<file path="config.mk">
export PLATFORM = sky130hd
export DESIGN_NAME = fetch_unit
export DESIGN_NICKNAME = d
export VERILOG_FILES = /design/src/rtl/fetch_unit.sv
export SDC_FILE = /design/constraint.sdc
export NUM_CORES = 1
export LEC_CHECK = 0
export ABC_AREA = 0
export BUFFER_PORTS_ARGS = -buffer_cell sky130_fd_sc_hd__buf_2
export CORE_MARGIN = 2
export CORE_UTILIZATION = 58
export DETAILED_ROUTE_END_ITERATION = 10
export PLACE_DENSITY = 0.85
export SYNTH_ARGS = -nofsm -noshare
export SYNTH_HDL_FRONTEND = slang
export SYNTH_SLANG_ARGS = --single-unit
</file>
<file path="constraint.sdc">
create_clock -name clk -period 5.4 [get_ports clk]
set_input_delay 0.81 -clock clk [delete_from_list [all_inputs] [get_ports clk]]
set_output_delay 0.81 -clock clk [all_outputs]
set_load 0.01 [all_outputs]
</file>
<file path="src/rtl/fetch_unit.sv">
// Instruction fetch stage: owns the fetch PC, issues one outstanding memory read
// at a time and buffers up to two fetched words for the decoder.
module fetch_unit #(
  parameter logic [31:0] RESET_PC = 32'h0000_0000,
  parameter logic [31:0] PC_STEP  = 32'd4
) (
  input  logic        clk,
  input  logic        rst,
  input  logic        en,
  input  logic        halt,
  input  logic        redirect,
  input  logic [31:0] redirect_pc,
  output logic        mem_re,
  output logic [31:0] mem_addr,
  input  logic [31:0] mem_data_r,
  input  logic        mem_rdy,
  output logic [31:0] instr,
  output logic [31:0] instr_pc,
  output logic        instr_valid,
  input  logic        instr_ready,
  output logic [31:0] pc,
  output logic        busy,
  output logic [1:0]  dbg_state
);

  // Handshakes: a memory read completes on any edge where mem_re && mem_rdy
  // (mem_rdy is ignored while mem_re is low, and mem_addr holds until completion);
  // the decoder takes the head entry on any edge where instr_valid && instr_ready.
  typedef enum logic [1:0] {
    S_IDLE    = 2'd0,
    S_REQ     = 2'd1,
    S_DISCARD = 2'd2
  } state_t;

  state_t      state, state_nxt;
  logic [1:0]  count, count_nxt;
  logic [31:0] word1, addr1;
  logic [31:0] pc_nxt, addr_nxt;
  logic        complete, push, pop, can_issue;

  assign dbg_state = state;

  always_comb begin
    complete  = mem_re & mem_rdy;
    pop       = instr_valid & instr_ready & ~redirect;
    push      = (state == S_REQ) & complete & ~redirect;
    count_nxt = count;
    if (redirect)
      count_nxt = 2'd0;
    else if (push & ~pop)
      count_nxt = count + 2'd1;
    else if (pop & ~push)
      count_nxt = count - 2'd1;
    pc_nxt = pc;
    if (redirect)
      pc_nxt = redirect_pc;
    else if (push)
      pc_nxt = pc + PC_STEP;
    can_issue = en & ~halt & (count_nxt < 2'd2);
    state_nxt = state;
    addr_nxt  = mem_addr;
    case (state)
      S_IDLE: begin
        if (!redirect && can_issue) begin
          state_nxt = S_REQ;
          addr_nxt  = pc_nxt;
        end
      end
      S_REQ: begin
        // A redirect with completion drops the word; the new stream starts a cycle later.
        if (redirect)
          state_nxt = complete ? S_IDLE : S_DISCARD;
        else if (complete) begin
          if (can_issue)
            addr_nxt = pc_nxt;
          else
            state_nxt = S_IDLE;
        end
      end
      S_DISCARD: begin
        if (complete) begin
          if (!redirect && can_issue) begin
            state_nxt = S_REQ;
            addr_nxt  = pc_nxt;
          end else begin
            state_nxt = S_IDLE;
          end
        end
      end
      default: state_nxt = S_IDLE;
    endcase
  end

  always_ff @(posedge clk or negedge rst) begin
    if (!rst) begin
      state       <= S_IDLE;
      count       <= 2'd0;
      mem_re      <= 1'b0;
      busy        <= 1'b0;
      mem_addr    <= RESET_PC;
      pc          <= RESET_PC;
      instr       <= 32'h0;
      instr_pc    <= 32'h0;
      instr_valid <= 1'b0;
      word1       <= 32'h0;
      addr1       <= 32'h0;
    end else begin
      state       <= state_nxt;
      count       <= count_nxt;
      mem_re      <= (state_nxt != S_IDLE);
      busy        <= (state_nxt != S_IDLE);
      mem_addr    <= addr_nxt;
      pc          <= pc_nxt;
      instr_valid <= (count_nxt != 2'd0);
      // Two-entry shift FIFO: instr/instr_pc are the head, word1/addr1 the tail.
      if (!redirect) begin
        case ({push, pop})
          2'b10: begin
            if (count == 2'd0) begin
              instr    <= mem_data_r;
              instr_pc <= mem_addr;
            end else begin
              word1 <= mem_data_r;
              addr1 <= mem_addr;
            end
          end
          2'b01: begin
            instr    <= word1;
            instr_pc <= addr1;
          end
          2'b11: begin
            if (count == 2'd1) begin
              instr    <= mem_data_r;
              instr_pc <= mem_addr;
            end else begin
              instr    <= word1;
              instr_pc <= addr1;
              word1    <= mem_data_r;
              addr1    <= mem_addr;
            end
          end
          default: ;
        endcase
      end
    end
  end

endmodule

</file>
==> results.md <==
- Antenna Cells: 0
- Power density cells: 471.5 mW/mm²
- Net Sw Frac: 0.3354
- Syn_area_per_cell: 12.15 µm²
- Num Clock Sinks: between 150 and 200
- # resized after CTS: 0
- DR WL/cell: 17.07 µm
- Largest net degree at the start of global routing: approximately 130
- Slew margin rel.: 0.2421
- Leak Pwr: 0.005023 µW
- Hold Buf Count CTS: 0
- Most frequent cells in the layout: buf_2 (202), dfrtp_1 (198), mux2_2 (101), nand2_1 (91), o21ai_0 (73)
- Setup Skew: roughly 0.0087 ns
- Int Power: ~3300 µW
- Reg clk slew, reported paths: approximately 0.070 ns
- Yosys synthesis warning count: 0
- Worst Reg-to-Reg Cells: 5
- Layout area overhead: 18.24%
- Netlist cell types: 52
- Die ar.: 0.01617 mm²
- Layout cells sized above 1: 0.3783
- Cell area after synthesis: 0.008796 mm²
- Leading cell type in the layout, fill and taps excluded: buf_2
- Comb pwr share: 0.294
- Mapped Nets: 798
- Post CTS Setup Buffer Count: 0
- WL final: approximately 19 mm
- CORE AREA: 0.01503 mm²
- Total GRT Usage: 0.2414
- WP data arrival: 3.74 ns
- Fmax achieved: around 290 MHz
- Global-route wire length before repair: between 30 and 40 mm
- CP Data Required Time: 5.71 ns
- Vias in the first global route: 5923
- Status: finished, final reports clean
- Maximum vdd drop: 0.0002336 V
- Yosys reg bits: 198
- Worst skew pair latency: around 0.43 ns
- Crit start category: primary input
- Dpl hpwl: about 13 mm
- FP Rows: 45
- Gpl congestion: 0.8280
- Clk buf depth: 2
- Via count: 6156
- Post-Synthesis Cells: 724
- Endpoints failing hold: 0
- Die Height: 127.1 µm
- Fin crit period: 3.437 ns
- HP Class: in2async
- TNS Setup: 0 ns
- Maxcap violations: 0
- First-pass detailed-route iteration total: 4
- Crit path capture type: register
- Slew @ Worst Pin: 1.137 ns
- Ys flop type: dfrtp_1
- CTS tree: done
- Die width: 127.1 µm
- RSZ-0062 raised after global routing: no
- Port buffer count: 203
- Total grt overflow: 0
- Sequential power share: 0.475
- Via/cell ratio: 5.556
- Max Slew Vio Count: 0
- Terminus of the critical flop-to-flop path: addr1[28]
- Initial DRC count: 309
- Hold slack: 0.4544 ns
- Clk pwr share: 0.231
- Reg2reg setup slack: 2.32 ns
- IO Count: between 200 and 250
- Fin nets: 982
- Crit-path max FO: 49
- Post-route DRC: 0
- WS Path Type: in2reg
- CTS buffer count: 17
- Antenna violations before repair: 0
- Sequential share of the synthesized area: 0.5633
- Psw: 1644 µW
- Initial core utilization: 0.5851
- Clk root buf: clkbuf_16
- Ys async rst share: 1.000
- Final period utilization: 0.6365
- # H-tree levels: 4
- Worst r2r src: dbg_state[0]
- Final setup fails: 0
- Post-synth EDFFs: 0
- Routed Antenna Nets: 0
power groups by stage:
stage	logic (µW)	clock network [µW]	registers [µW]
5_1_grt	1590	1210	2390
6_report	1440	1130	2330
2_1_floorplan	699	0	2450
4_1_cts	1460	1150	2330
3_5_place_dp	1450	0	2350
3_3_place_gp	1400	0	2330
worst max path at each step:
stage	startpoint	cells after the start	slack (ns)	endpoint
2_1_floorplan	mem_rdy	6	3.04	addr1[15]
4_1_cts	redirect	6	1.95	addr1[28]
6_report	redirect	6	1.96	addr1[28]
3_3_place_gp	redirect	6	1.54	addr1[28]
3_5_place_dp	redirect	6	1.53	word1[6]
5_1_grt	redirect	6	1.73	addr1[26]
per-stage QoR:
step,setup slack [ns],total power (µW),cells,instance area (µm²),utilization
floorplan,3.044,3152,724,8796,-
global placement,1.537,3726,1077,9879,0.6572
detailed placement,1.527,3807,1077,9879,0.6572
CTS,1.954,4940,1108,10400,0.6918
global route,1.735,5202,1108,10400,0.6918
finish,1.963,4904,1108,10400,0.6918
synth_stat cells (2+ instances only):
cell | n | share of area
o21ai_0 | 73 | 0.042
a21boi_0 | 2 | 0.0017
mux2_2 | 101 | 0.13
xnor2_1 | 10 | 0.010
nor2_1 | 11 | 0.0047
and2_1 | 2 | 0.0014
buf_4 | 17 | 0.015
xor2_1 | 17 | 0.017
and4_1 | 4 | 0.0040
and3_1 | 3 | 0.0021
mux2_1 | 5 | 0.0064
ha_1 | 3 | 0.0043
nor4_1 | 7 | 0.0050
nand3b_1 | 3 | 0.0026
clkbuf_1 | 17 | 0.0073
a21o_1 | 3 | 0.0026
o21ai_1 | 6 | 0.0034
a21oi_1 | 10 | 0.0057
mux2i_1 | 65 | 0.074
nand4b_1 | 3 | 0.0030
inv_1 | 13 | 0.0055
nand4_1 | 8 | 0.0057
nand2_1 | 91 | 0.039
nand2b_1 | 2 | 0.0014
nand3_1 | 11 | 0.0063
buf_2 | 7 | 0.0040
nor3_1 | 8 | 0.0046
dfrtp_1 | 198 | 0.56
layer usage:
| layer | share of wire | GRT usage | vias up |
|---|---|---|---|
| li1 | - | - | 2914 |
| met1 | 0.45 | 0.3374 | 3006 |
| met2 | 0.47 | 0.3741 | 191 |
| met3 | 0.047 | 0.04397 | 45 |
| met4 | 0.035 | 0.1080 | 0 |
| met5 | 0 | 0 | - |
cells by family (layout without fill, tap and decap cells):
logic type | Yosys count | in the layout | synth area share
DFF | 198 | 198 | 0.5633
muxes | 171 | 171 | 0.2097
and+or+nand+nor | 164 | 164 | 0.09317
AOI/OAI and AO/OA | 104 | 104 | 0.06856
buffers and inverters | 56 | 252 | 0.03300
xor gates and xnor gates | 27 | 27 | 0.02688
adders and majority gates | 4 | 4 | 0.005406
registers in the layout (all words and copies together) (netlist names):
register and count:
instr_pc 32, addr1 32, instr 32, pc 32, word1 32, instr_valid 1, busy 1, count 2
dbg_state 2, mem_addr 32
layout make-up:
class / count / area [µm²]
flip-flops and latches: 198 / 4955
inverters: 13 / 48.80
fillers: 1142 / 4633
well taps: 188 / 235.2
clock buffers: 23 / 467.9
multi-input cells: 470 / 3566
repair buffers: 208 / 1075
clock inverters: 8 / 52.55
worst max-delay path, stage by stage:
cell	delay, ns
buf_2	0.35
inv_1	0.72
nand2_1	0.23
a211oi_4	0.83
buf_12	0.35
mux2_2	0.38
Power figures use the tool's default switching activity.
